--- config.mk ---
export PLATFORM = sky130hd
export DESIGN_NAME = spi_master_cfg
export DESIGN_NICKNAME = d
export VERILOG_FILES = /design/src/rtl/spi_master_cfg.sv
export SDC_FILE = /design/constraint.sdc
export NUM_CORES = 1
export LEC_CHECK = 0
export ABC_CLOCK_PERIOD_IN_PS = 4500
export CORE_ASPECT_RATIO = 0.75
export CORE_MARGIN = 5
export CORE_UTILIZATION = 70
export CTS_BUF_LIST = sky130_fd_sc_hd__clkbuf_4
export DETAILED_ROUTE_END_ITERATION = 16
export DONT_BUFFER_PORTS = 1
export GPL_TIMING_DRIVEN = 1
export PLACE_DENSITY_LB_ADDON = 0.1
export RECOVER_POWER = 100
export SLEW_MARGIN = 20
export SYNTH_ARGS = -nofsm -noshare
export SYNTH_HDL_FRONTEND = slang
export SYNTH_SLANG_ARGS = --single-unit
--- constraint.sdc ---
create_clock -name clk -period 4.5 [get_ports clk]
set_input_delay 0.9 -clock clk [delete_from_list [all_inputs] [get_ports clk]]
set_output_delay 0.9 -clock clk [all_outputs]
set_load 0.05 [all_outputs]
--- src/rtl/spi_master_cfg.sv ---
// spi_master_cfg: single-word SPI master with per-transfer CPOL/CPHA and
// chip-select selection. SCLK, MOSI and CS_N are registered outputs driven
// from the next-state decode, so each phase level is valid from the first
// cycle of that phase.
// Optional feature: define SPI_MASTER_CFG_LSB_FIRST_EN to add the lsb_first_i
// port (per-transfer LSB-first shifting). Without it transfers are MSB-first.
module spi_master_cfg #(
   parameter int DATA_W   = 8,
   parameter int NUM_CS   = 2,
   parameter int HALF_DIV = 50,
   localparam int CS_W    = (NUM_CS > 1) ? $clog2(NUM_CS) : 1
) (
   input  logic              clk,
   input  logic              rst,
   input  logic              start_i,
   input  logic [DATA_W-1:0] tx_data_i,
   input  logic              cpol_i,
   input  logic              cpha_i,
   input  logic [CS_W-1:0]   cs_idx_i,
   output logic [DATA_W-1:0] rx_data_o,
   output logic              tx_ready_o,
   output logic              done_o,
   output logic              sclk_o,
   output logic              mosi_o,
   input  logic              miso_i,
   output logic [NUM_CS-1:0] cs_n_o
`ifdef SPI_MASTER_CFG_LSB_FIRST_EN
   ,
   input  logic              lsb_first_i
`endif
);

   localparam int DIV_W = $clog2(HALF_DIV);
   localparam int CNT_W = $clog2(DATA_W);
   localparam logic [DIV_W-1:0] HALF_M1 = DIV_W'(HALF_DIV - 1);
   localparam logic [CNT_W-1:0] LAST_BIT = CNT_W'(DATA_W - 1);

   typedef enum logic [1:0] {
      IDLE,
      PH0,
      PH1,
      HOLD
   } state_t;

   state_t             state_q, state_d;
   logic [DIV_W-1:0]   div_q, div_d;
   logic [CNT_W-1:0]   cnt_q, cnt_d;
   logic [DATA_W-1:0]  tx_q, tx_d;
   logic [DATA_W-1:0]  rx_sh_q, rx_sh_d;
   logic [DATA_W-1:0]  rx_data_q, rx_data_d;
   logic               done_q, done_d;
   logic               cpol_q, cpol_d;
   logic               cpha_q, cpha_d;
   logic [CS_W-1:0]    cs_q, cs_d;
   logic               sclk_q, sclk_d;
   logic               mosi_q, mosi_d;
   logic [NUM_CS-1:0]  cs_n_q, cs_n_d;
   logic               lsb_q, lsb_d;
   logic               phase_end;
   logic               accept;

   // Bit k of the word in transmit order (MSB-first unless lsb is set).
   function automatic logic pick_bit(input logic [DATA_W-1:0] w,
                                     input logic [CNT_W-1:0]  k,
                                     input logic              lsb);
      logic [CNT_W-1:0] msb_idx;
      msb_idx = LAST_BIT - k;
      return w[lsb ? k : msb_idx];
   endfunction

   // Received word after shifting in one more MISO bit.
   function automatic logic [DATA_W-1:0] shift_in(input logic [DATA_W-1:0] sh,
                                                  input logic              bit_in,
                                                  input logic              lsb);
      return lsb ? {bit_in, sh[DATA_W-1:1]} : {sh[DATA_W-2:0], bit_in};
   endfunction

   assign phase_end = (div_q == HALF_M1);
   assign accept    = (state_q == IDLE) && start_i;

`ifdef SPI_MASTER_CFG_LSB_FIRST_EN
   // Bit order is captured with the rest of the transfer settings.
   always_comb begin
      lsb_d = accept ? lsb_first_i : lsb_q;
   end

   // Bit-order register.
   always_ff @(posedge clk or posedge rst) begin
      if (rst) lsb_q <= 1'b0;
      else     lsb_q <= lsb_d;
   end
`else
   assign lsb_d = 1'b0;
   assign lsb_q = 1'b0;
`endif

   // Next-state, counter, shift and output-level decode.
   always_comb begin
      // NOTE: every signal gets a default first so no latch is inferred.
      state_d   = state_q;
      div_d     = div_q;
      cnt_d     = cnt_q;
      tx_d      = tx_q;
      rx_sh_d   = rx_sh_q;
      rx_data_d = rx_data_q;
      done_d    = 1'b0;
      cpol_d    = cpol_q;
      cpha_d    = cpha_q;
      cs_d      = cs_q;
      mosi_d    = mosi_q;

      unique case (state_q)
         IDLE: begin
            // Idle SCLK follows the requested polarity even without a start.
            cpol_d = cpol_i;
            if (start_i) begin
               state_d = PH0;
               div_d   = '0;
               cnt_d   = '0;
               tx_d    = tx_data_i;
               cpha_d  = cpha_i;
               cs_d    = cs_idx_i;
               rx_sh_d = '0;
               mosi_d  = pick_bit(tx_data_i, '0, lsb_d);
            end
         end
         PH0: begin
            if (phase_end) begin
               state_d = PH1;
               div_d   = '0;
               if (!cpha_q) rx_sh_d = shift_in(rx_sh_q, miso_i, lsb_q);
               // Shifting mode (cpha=1) moves MOSI here; cpha=0 already shows it.
               mosi_d  = pick_bit(tx_q, cnt_q, lsb_q);
            end else begin
               div_d = div_q + 1'b1;
            end
         end
         PH1: begin
            if (phase_end) begin
               div_d = '0;
               if (cpha_q) rx_sh_d = shift_in(rx_sh_q, miso_i, lsb_q);
               if (cnt_q == LAST_BIT) begin
                  state_d = HOLD;
               end else begin
                  state_d = PH0;
                  cnt_d   = cnt_q + 1'b1;
                  if (!cpha_q) mosi_d = pick_bit(tx_q, cnt_q + 1'b1, lsb_q);
               end
            end else begin
               div_d = div_q + 1'b1;
            end
         end
         HOLD: begin
            if (phase_end) begin
               state_d   = IDLE;
               div_d     = '0;
               done_d    = 1'b1;
               rx_data_d = rx_sh_q;
            end else begin
               div_d = div_q + 1'b1;
            end
         end
         default: state_d = IDLE;
      endcase

      // Output levels are registered from the next state so they line up
      // with the first cycle of each phase.
      sclk_d = (state_d == PH1) ? ~cpol_d : cpol_d;
      cs_n_d = '1;
      if ((state_d != IDLE) && (int'(cs_d) < NUM_CS)) cs_n_d = ~(NUM_CS'(1) << cs_d);
   end

   // State and datapath registers.
   always_ff @(posedge clk or posedge rst) begin
      if (rst) begin
         state_q   <= IDLE;
         div_q     <= '0;
         cnt_q     <= '0;
         tx_q      <= '0;
         rx_sh_q   <= '0;
         rx_data_q <= '0;
         done_q    <= 1'b0;
         cpol_q    <= 1'b0;
         cpha_q    <= 1'b0;
         cs_q      <= '0;
         sclk_q    <= 1'b0;
         mosi_q    <= 1'b0;
         cs_n_q    <= '1;
      end else begin
         // NOTE: non-blocking assignments so every register sees pre-edge values.
         state_q   <= state_d;
         div_q     <= div_d;
         cnt_q     <= cnt_d;
         tx_q      <= tx_d;
         rx_sh_q   <= rx_sh_d;
         rx_data_q <= rx_data_d;
         done_q    <= done_d;
         cpol_q    <= cpol_d;
         cpha_q    <= cpha_d;
         cs_q      <= cs_d;
         sclk_q    <= sclk_d;
         mosi_q    <= mosi_d;
         cs_n_q    <= cs_n_d;
      end
   end

   assign rx_data_o  = rx_data_q;
   assign tx_ready_o = (state_q == IDLE);
   assign done_o     = done_q;
   assign sclk_o     = sclk_q;
   assign mosi_o     = mosi_q;
   assign cs_n_o     = cs_n_q;

endmodule

==> results of run 1 <==
## worst paths after layout
kind / start / cells after the start / endpoint / slack (ps)
min in group asynchronous: rst / 2 / rx_data_o[1]$_DFFE_PP0P_ / 1200
setup / recovery: state_q[0]$_DFF_PP0_ / 6 / rx_sh_q[7]$_DFFE_PP0P_ / 1820
setup reg to reg: state_q[0]$_DFF_PP0_ / 6 / rx_sh_q[7]$_DFFE_PP0P_ / 1820
hold reg to reg: cpol_q$_DFF_PP0_ / 1 / cpol_q$_DFF_PP0_ / 520
max in group asynchronous: rst / 2 / cnt_q[1]$_DFFE_PP0P_ / 2050
hold / removal: cpol_q$_DFF_PP0_ / 1 / cpol_q$_DFF_PP0_ / 520
## stage by stage
step | instances | hold WS, ps
CTS | 233 | 527
global placement | 225 | 492
detailed placement | 225 | 497
global route | 233 | 526
floorplan | 193 | 479
finish | 233 | 517
## flip-flops by register name, summed over array words and instances, names as in the netlist
name / cells
div_q: 6
rx_sh_q: 8
cpha_q: 1
state_q: 2
rx_data_o: 8
sclk_o: 1
cpol_q: 1
cs_q: 1
tx_q: 8
cs_n_o: 2
cnt_q: 3
mosi_o: 1
done_o: 1
## layout make-up
type	instances	area (sq um)
sequential	43	1080
multi-input combinational	129	1010
fill	187	701
inverter	14	52.6
tap	38	47.5
clock inverter	3	43.8
clock buffer	5	37.5
timing repair buffer	1	3.75
## layer usage
metal	GRT usage (%)	share of wire, %
met2	35.6	51
met4	8.63	1.4
met5	0	0
met1	26.8	41
met3	5.97	6.6
## cells in the mapped netlist (2+ instances only)
master,n
sky130_fd_sc_hd__mux4_1,3
sky130_fd_sc_hd__nor2b_1,3
sky130_fd_sc_hd__o211ai_1,2
sky130_fd_sc_hd__o21ai_0,11
sky130_fd_sc_hd__clkbuf_1,2
sky130_fd_sc_hd__nor3_1,2
sky130_fd_sc_hd__nand2_1,18
sky130_fd_sc_hd__a2bb2oi_1,2
sky130_fd_sc_hd__buf_6,2
sky130_fd_sc_hd__mux2i_1,9
sky130_fd_sc_hd__and3_1,2
sky130_fd_sc_hd__buf_2,2
sky130_fd_sc_hd__o21a_1,2
sky130_fd_sc_hd__or3_1,2
sky130_fd_sc_hd__inv_1,14
sky130_fd_sc_hd__a21oi_1,4
sky130_fd_sc_hd__nor2_1,10
sky130_fd_sc_hd__nand3_1,2
sky130_fd_sc_hd__mux2_2,22
sky130_fd_sc_hd__ha_1,9
sky130_fd_sc_hd__dfstp_2,2
sky130_fd_sc_hd__nand2b_1,5
sky130_fd_sc_hd__o31ai_1,4
sky130_fd_sc_hd__dfrtp_1,41
## report_power, final
part | switching, mW | internal, mW
sequential | 0 | 0.386
clock | 0.131 | 0.117
combinational | 0.00720 | 0.000724
total | 0.138 | 0.504
## cell usage in the layout, fill, tap and decap left out, types with 4 or more instances in the layout
cell type,n
sky130_fd_sc_hd__dfrtp_1,41
sky130_fd_sc_hd__o21ai_0,11
sky130_fd_sc_hd__mux2_2,20
sky130_fd_sc_hd__ha_1,9
sky130_fd_sc_hd__nand2_1,18
sky130_fd_sc_hd__nor2_1,10
sky130_fd_sc_hd__mux2i_1,9
sky130_fd_sc_hd__o31ai_1,4
sky130_fd_sc_hd__a21oi_1,4
sky130_fd_sc_hd__nand2b_1,5
sky130_fd_sc_hd__inv_1,14
sky130_fd_sc_hd__clkbuf_4,5
## critical path, cell delays in order (launching register included)
cell and delay [ps]:
sky130_fd_sc_hd__dfrtp_1 450, sky130_fd_sc_hd__inv_1 130, sky130_fd_sc_hd__ha_1 660, sky130_fd_sc_hd__nor2b_1 660
sky130_fd_sc_hd__nor2_1 150, sky130_fd_sc_hd__o21a_1 310, sky130_fd_sc_hd__mux2i_1 180
## kinds of logic (layout without fill, tap and decap cells)
| group | Yosys count | count (layout) |
|---|---|---|
| AND/OR/NAND/NOR | 52 | 52 |
| flip-flops | 43 | 43 |
| XOR/XNOR | 1 | 1 |
| buffers and inverters | 21 | 23 |
| AO/OA/AOI/OAI | 33 | 33 |
| multiplexers | 34 | 34 |
| adder cells (fa/ha/maj) | 9 | 9 |
==> flow_summary.toml, run 1 <==
[run_status]
run_status = "complete, but fails checks"
failing_checks = "max-capacitance violations, max-slew violations"

[synthesis]
largest_family_of_logic_cells_by_synthesized_area = "multiplexers"
async_reset_ff_share_pct = 100
synth.distinct_cells = 42
syn-instance-count = 193
flop_and_latch_count_out_of_synthesis = 43
number_of_synthesized_flops_with_an_enable_pin = 0
postSynthAreaPerCell_sq_um = 11.4
synth-xor-area-share_pct = 0.397
yosys-top-cells-area = "sky130_fd_sc_hd__dfrtp_1 (46%), sky130_fd_sc_hd__mux2_2 (11%), sky130_fd_sc_hd__ha_1 (5.1%)"
mappedNetlistNets = 217
compound_cell_area_share_of_the_yosys_netlist_pct = 9.81
synth-adder-area-share_pct = 5.10
synthDominantAreaCellType = "sky130_fd_sc_hd__dfrtp_1"
yosys.area.top_type_share_pct = 46.5
post_synthesis_share_of_cell_area_spent_on_and_or_nand_and_nor_gates_pct = 12.4
synth.area.mux_share_pct = 18.9
sequential_cell_area_fraction_in_the_yosys_report_pct = 48.9
dominantRegCellSynth = "sky130_fd_sc_hd__dfrtp_1"
syn_area_sq_mm = 0.00221
syn_warnings = 0

[pwr]
power_per_cell_area_mw_per_mm2 = 282
power_leakage_nw = 1.08
fin_total_pwr_uw = 642
worst_ir_drop_vdd_mv = 0.234

[timing]
hold_viol_final = 0
tns_ps = 0
final.setup.worst_slack_ps = 1820
timing.clock.skew_ps = 15.5
max_clock_freq_mhz = 373
share_of_the_cycle_needed_by_the_critical_path_after_routing_pct = 59.5
finalWorstPathRequiredPeriod_ps = 2680
maxSlewViolCount = 44
grt_setup_unrepaired = "false"
max_slew.worst_pin.slew_ps = 2180
finalSetupViolCount = 0
slew_headroom_pct = -45.2

[clock_network]
tritoncts_num_sinks = 43
htreeDepth = 2
post_cts_resize_count = 0
cts_inserted_buffers = 5
cts.root.buffer_cell = "sky130_fd_sc_hd__clkbuf_4"
tritoncts = "built"
ctsHoldBuffers = 0
clk_path_buf_depth = 2
post_cts.repair.setup_buffers = 0
clock_insertion_delay_worst_skew_ps = 370
path_clk_slew_ps = 130

[routing]
antenna_left = 0
post_drt_via_cell_ratio = 6.24
dr.first_iter.drc_count = 114
post-route-drc-count = 0
drt_pre_antenna_iters = 4
wirelength_um = 4230
routedWlPerCell_um = 18.2
via_count = 1453

[floorplanning]
die_area_sq_mm = 0.00439
die_y_um = 58.6
io_pins = 29
start_util_pct = 74.1
die_width_um = 74.8
core_sq_mm = 0.00298
num_rows = 17

[grt]
grtUsageTotal_pct = 21.6
first_global_vias = 1496
grt_remaining_overflow = 0
grt_antenna_before_repair = 0
wire_length_of_the_first_global_routing_pass_um = 7000
grt_max_degree = 44

[placement]
numPortBuffers = 0
post_dp_cell_area_sq_mm = 0.00221
gpl.final_weighted_congestion = 0.816
place_ws_ps = 1850
place_hpwl_um = 3040

[critical_path]
timing.critical_path.from_type = "register"
setup.worst_path.class = "reg2reg"
timing.critical_path.arrival_ps = 2920
worst_setup_path_end_kind = "register"
cp_max_fo = 13
cp_data_required_time_ps = 4740

[flow_run]
maxCapViolCount = 1

[min_path]
timing.hold.worst.class = "reg2reg"

[finish]
layout-area-overhead-vs-synth_pct = 3.17
layout.cell_area.non_filler_sq_mm = 0.00228
number_of_antenna_cells_inserted = 0
post_route_cells_drive_above_1_share_pct = 14.9
design.final.nets = 218
fin_util_pct = 76.5
No activity file was read; power rests on OpenSTA's default activity.
==> inputs of run 2 (changes only) <==
--- a/config.mk
+++ b/config.mk
@@ -5,10 +5,10 @@
 export SDC_FILE = /design/constraint.sdc
 export NUM_CORES = 1
 export LEC_CHECK = 0
-export ABC_CLOCK_PERIOD_IN_PS = 4500
+export ABC_CLOCK_PERIOD_IN_PS = 2520
 export CORE_ASPECT_RATIO = 0.75
 export CORE_MARGIN = 5
-export CORE_UTILIZATION = 70
+export CORE_UTILIZATION = 65
 export CTS_BUF_LIST = sky130_fd_sc_hd__clkbuf_4
 export DETAILED_ROUTE_END_ITERATION = 16
 export DONT_BUFFER_PORTS = 1
==> constraint.sdc (replaced) <==
create_clock -name clk -period 2.52 [get_ports clk]
set_input_delay 0.504 -clock clk [delete_from_list [all_inputs] [get_ports clk]]
set_output_delay 0.504 -clock clk [all_outputs]
set_load 0.05 [all_outputs]
==> run 2 against run 1 <==
  * Combinational power up 79%
  * Via count is 1.4% higher
  * The flow now finishes without violations
  * First-iteration DRC count up 12%
  * Sequential cell count unchanged
  * Critical endpoint is now mosi_o$_DFFE_PP0P_
  * Register-to-register slack got worse by 1600 ps
  * Die area grew 6.5%
==> flow_summary.toml, run 2 (same netlist as run 1, synthesis figures left out) <==
[timing]
tns_ps = 0
finalSetupViolCount = 0
slew_headroom_pct = 32.8
share_of_the_cycle_needed_by_the_critical_path_after_routing_pct = 93.2
grt_setup_unrepaired = "false"
max_clock_freq_mhz = 426
max_slew.worst_pin.slew_ps = 1010
finalWorstPathRequiredPeriod_ps = 2350
timing.clock.skew_ps = 23.4
hold_viol_final = 0
worst_hold_slack_ps = 241
maxSlewViolCount = 0

[finish]
number_of_antenna_cells_inserted = 0
mostFrequentLayoutCell = "sky130_fd_sc_hd__dfrtp_1"
filler_cell_count = 249
post_route_cells_drive_above_1_share_pct = 17.7
most-common-layout-cells = "sky130_fd_sc_hd__dfrtp_1 (41), sky130_fd_sc_hd__mux2_2 (21), sky130_fd_sc_hd__nand2_1 (18)"
layout-area-overhead-vs-synth_pct = 4.20
design.final.nets = 221

[critical_path]
worst_setup_path_end_kind = "register"
timing.critical_path.from_type = "register"
timing.critical_path.arrival_ps = 2630
cp_data_required_time_ps = 2800
setup.worst_path.class = "reg2reg"
cp_max_fo = 6

[flow_run]
maxCapViolCount = 0

[min_path]
timing.hold.worst.class = "in2reg"

[pwr]
power_leakage_nw = 1.09
power_per_cell_area_mw_per_mm2 = 459
worst_ir_drop_vdd_mv = 0.413

[clock_network]
clk_path_buf_depth = 2
ctsHoldBuffers = 0
tritoncts = "built"
htreeDepth = 2
cts.root.buffer_cell = "sky130_fd_sc_hd__clkbuf_4"
clock_insertion_delay_worst_skew_ps = 380
path_clk_slew_ps = 150
post_cts.repair.setup_buffers = 0
tritoncts_num_sinks = 43
cts_inserted_buffers = 5
post_cts_resize_count = 0

[routing]
routedWlPerCell_um = 16.9
drt_pre_antenna_iters = 4
dr.first_iter.drc_count = 128
post_drt_via_cell_ratio = 6.19
via_count = 1474
wirelength_um = 4010
antenna_left = 0
post-route-drc-count = 0

[grt]
grt_max_degree = 44
first_global_vias = 1462
wire_length_of_the_first_global_routing_pass_um = 6820
grt_remaining_overflow = 0
grt_antenna_before_repair = 0
grtUsageTotal_pct = 18.4

[floorplanning]
core_sq_mm = 0.00329
die_area_sq_mm = 0.00467
die_y_um = 60.5
io_pins = 29
num_rows = 18
start_util_pct = 67.1
die_width_um = 77.3

[run_status]
run_status = "completed"

[placement]
numPortBuffers = 0
gpl.final_weighted_congestion = 0.799
place_hpwl_um = 2900
run 2: final timing paths:
path                                       from                       end  slack [ps]  depth (start not counted)
min reg2reg                    cpol_q$_DFF_PP0_          cpol_q$_DFF_PP0_         520                          1
min                                      miso_i    rx_sh_q[0]$_DFFE_PP0P_         240                          2
min in group asynchronous                   rst  rx_data_o[5]$_DFFE_PP0P_         310                          2
max reg2reg                cnt_q[1]$_DFFE_PP0P_        mosi_o$_DFFE_PP0P_         170                          7
max                        cnt_q[1]$_DFFE_PP0P_        mosi_o$_DFFE_PP0P_         170                          7
max in group asynchronous                   rst       tx_q[3]$_DFFE_PP0P_        1580                          2
run 2: area by class of cell:
cell class              instances  area (sq um)  area share [%]
flip-flops and latches         43          1080            46.9
multi-input cells             129          1030            44.7
inverters                      14          52.6            2.29
well taps                      40          50.0            2.18
clock buffers                   5          37.5            1.63
repair buffers                  4          27.5            1.20
clock inverters                 3          25.0            1.09
run 2: per-stage QoR:
step	power, mW	worst slack, ps	utilization, %	std cells	cell area [sq um]
floorplan	0.714	273	-	193	2210
global placement	0.719	244	68.1	230	2240
detailed placement	0.719	173	68.1	230	2240
CTS	1.06	170	70.0	238	2300
global route	1.10	109	69.9	238	2300
finish	1.06	172	69.9	238	2300
run 2: critical path, cell delays in order (launching register included):
cell	delay [ps]
sky130_fd_sc_hd__dfrtp_1	470
sky130_fd_sc_hd__ha_1	210
sky130_fd_sc_hd__ha_1	350
sky130_fd_sc_hd__mux4_1	560
sky130_fd_sc_hd__mux2_2	270
sky130_fd_sc_hd__nand2_1	70
sky130_fd_sc_hd__a31oi_1	80
sky130_fd_sc_hd__mux2_2	270
run 2: routing by layer:
| layer | vias to the layer above | part of all wire, % | wire length [um] | track usage, % |
|---|---|---|---|---|
| met5 | - | 0 | 0 | 0 |
| met3 | 8 | 5.7 | 227 | 5.04 |
| met1 | 732 | 44 | 1780 | 23.5 |
| li1 | 694 | - | - | - |
| met2 | 40 | 49 | 1950 | 30.9 |
| met4 | 0 | 1.4 | 57 | 6.13 |
run 2: where the power goes:
part / internal [mW] / switching [mW]
combinational: 0.00150 / 0.0127
sequential: 0.690 / 0
clock: 0.112 / 0.240
total: 0.803 / 0.252
==> inputs of run 3 (changes only) <==
--- a/config.mk
+++ b/config.mk
@@ -5,16 +5,17 @@
 export SDC_FILE = /design/constraint.sdc
 export NUM_CORES = 1
 export LEC_CHECK = 0
-export ABC_CLOCK_PERIOD_IN_PS = 2520
+export ABC_CLOCK_PERIOD_IN_PS = 3000
 export CORE_ASPECT_RATIO = 0.75
 export CORE_MARGIN = 5
-export CORE_UTILIZATION = 65
+export CORE_UTILIZATION = 70
 export CTS_BUF_LIST = sky130_fd_sc_hd__clkbuf_4
 export DETAILED_ROUTE_END_ITERATION = 16
 export DONT_BUFFER_PORTS = 1
 export GPL_TIMING_DRIVEN = 1
 export PLACE_DENSITY_LB_ADDON = 0.1
 export RECOVER_POWER = 100
+export REMOVE_ABC_BUFFERS = 1
 export SLEW_MARGIN = 20
 export SYNTH_ARGS = -nofsm -noshare
 export SYNTH_HDL_FRONTEND = slang
==> constraint.sdc (replaced) <==
create_clock -name clk -period 3 [get_ports clk]
set_input_delay 0.6 -clock clk [delete_from_list [all_inputs] [get_ports clk]]
set_output_delay 0.6 -clock clk [all_outputs]
set_load 0.05 [all_outputs]
==> run 3 against run 2 <==
  * Cell count is 1.3% lower
  * Worst hold slack got worse by 2.4 ps
  * Sequential share of layout area is 0.25 points lower
  * Worst setup slack better by 230 ps
  * Non-clock buffer count is 1 lower
  * Power shrank 1.6%
  * Clock-buffer cell count stayed put
  * Combinational power decreased by 13%
  * Clock power grew 27%
  * Maximum frequency fell by 9.5%
==> flow_summary.toml, run 3 (same netlist as run 1, synthesis figures left out) <==
[pwr]
worst_ir_drop_vdd_mv = 0.411
power_per_cell_area_mw_per_mm2 = 449
power_leakage_nw = 1.10

[placement]
numPortBuffers = 0
place_ws_ps = 619
place_hpwl_um = 3170
gpl.final_weighted_congestion = 0.810

[clock_network]
cts_inserted_buffers = 5
htreeDepth = 2
tritoncts_num_sinks = 43
ctsHoldBuffers = 0
post_cts_resize_count = 0
cts.root.buffer_cell = "sky130_fd_sc_hd__clkbuf_4"
path_clk_slew_ps = 130
clk_path_buf_depth = 2
clock_insertion_delay_worst_skew_ps = 360
tritoncts = "built"
post_cts.repair.setup_buffers = 0

[routing]
post-route-drc-count = 0
antenna_left = 0
via_count = 1523
wirelength_um = 4430
dr.first_iter.drc_count = 122
post_drt_via_cell_ratio = 6.48
routedWlPerCell_um = 18.9
drt_pre_antenna_iters = 4

[grt]
first_global_vias = 1627
grtUsageTotal_pct = 23.2
grt_antenna_before_repair = 0
wire_length_of_the_first_global_routing_pass_um = 7560
grt_remaining_overflow = 0
grt_max_degree = 25

[critical_path]
timing.critical_path.arrival_ps = 2900
rrSetupSlack_ps = 410
cp_max_fo = 10
cp_data_required_time_ps = 3300
setup.worst_path.start = "state_q[1]$_DFF_PP0_"
worst_setup_path_end_kind = "register"
critical_path.reg2reg.endpoint = "cs_n_o[0]$_DFF_PP1_"
launch_instance_of_the_worst_register_to_register_path = "state_q[1]$_DFF_PP0_"
crit_path_top_delay_cell = "sky130_fd_sc_hd__clkbuf_1"
timing.critical_path.from_type = "register"
timing.critical_path.cells = "inv_1 -> ha_1 -> clkbuf_1 -> nand2_1 -> mux2_1 -> nand2b_1"
crit_path_max_incr_delay_ps = 590
rr_worst_depth = 6
crit_path_end = "cs_n_o[0]$_DFF_PP1_"
setup.worst_path.class = "reg2reg"

[floorplanning]
core_sq_mm = 0.00298
num_rows = 17
die_y_um = 58.6
die_width_um = 74.8
start_util_pct = 74.1
io_pins = 29
die_area_sq_mm = 0.00439

[min_path]
timing.hold.worst.class = "in2async"

[timing]
hold_viol_final = 0
share_of_the_cycle_needed_by_the_critical_path_after_routing_pct = 86.5
max_slew.worst_pin.slew_ps = 1270
tns_ps = 0
maxSlewViolCount = 0
finalSetupViolCount = 0
grt_setup_unrepaired = "false"
max_clock_freq_mhz = 386
worst_hold_slack_ps = 238
finalWorstPathRequiredPeriod_ps = 2590
slew_headroom_pct = 15.0
timing.clock.skew_ps = 7.07
final.setup.worst_slack_ps = 406

[finish]
design.final.nets = 220
layout-area-overhead-vs-synth_pct = 4.76
most-common-layout-cells = "sky130_fd_sc_hd__dfrtp_1 (41), sky130_fd_sc_hd__mux2_2 (21), sky130_fd_sc_hd__nand2_1 (18)"
post_route_cells_drive_above_1_share_pct = 15.7
number_of_antenna_cells_inserted = 0
filler_cell_count = 194
mostFrequentLayoutCell = "sky130_fd_sc_hd__dfrtp_1"

[flow_run]
maxCapViolCount = 0

[run_status]
run_status = "completed"
## run 3: cell types whose count changed in the layout (fill, tap and decap cells not counted)
| cell | previous run | this run |
|---|---|---|
| sky130_fd_sc_hd__nand4b_4 | 1 | 0 |
| sky130_fd_sc_hd__bufinv_16 | 0 | 2 |
| sky130_fd_sc_hd__clkbuf_1 | 0 | 2 |
| sky130_fd_sc_hd__nand4b_1 | 0 | 1 |
| sky130_fd_sc_hd__clkbuf_2 | 1 | 0 |
| sky130_fd_sc_hd__clkinv_4 | 2 | 0 |
| sky130_fd_sc_hd__buf_4 | 3 | 1 |
## run 3: area by class of cell
class	instances	area, sq um	area share (%)
flip-flops and latches	43	1080	46.6
multi-input cells	129	1010	43.8
clock inverters	3	67.6	2.92
inverters	14	52.6	2.27
well taps	38	47.5	2.06
clock buffers	5	37.5	1.62
repair buffers	3	15.0	0.649
## run 3: worst min path at each step
stage | to | slack [ps] | cells past startpoint
floorplan | cs_q$_DFF_PP0_ | 480 | 1
global placement | cpol_q$_DFF_PP0_ | 490 | 1
detailed placement | cs_q$_DFF_PP0_ | 500 | 1
CTS | cnt_q[0]$_DFFE_PP0P_ | 280 | 1
global route | cnt_q[0]$_DFFE_PP0P_ | 270 | 1
finish | cnt_q[0]$_DFFE_PP0P_ | 240 | 1
## run 3: worst max-delay path: cells and delay by family, from the launching register on
kind,cells,cell delay [ps]
adders and majority gates,1,270
buffers and inverters,2,730
DFF,1,460
and+or+nand+nor,2,620
muxes,1,470
## run 3: stage by stage
stage / utilization (%) / std cells / cell area [sq um] / power [mW]
2_1_floorplan: - / 186 / 2160 / 0.600
3_3_place_gp: 75.3 / 227 / 2240 / 0.606
3_5_place_dp: 75.3 / 227 / 2240 / 0.607
4_1_cts: 78.8 / 235 / 2350 / 1.05
5_1_grt: 77.6 / 235 / 2310 / 1.08
6_report: 77.6 / 235 / 2310 / 1.04
## run 3: routing by layer
layer	track usage [%]	up-vias	wire length (um)
met1	27.7	762	1780
met5	0	-	0
met4	12.9	0	167
li1	-	689	-
met3	6.14	17	221
met2	37.8	55	2260
## run 3: power breakdown
part | leakage (nW) | internal, mW | switching, mW
Combinational | 0.530 | 0.00110 | 0.0112
Clock | 0.0514 | 0.259 | 0.188
Sequential | 0.515 | 0.579 | 0
Total | 1.10 | 0.840 | 0.199
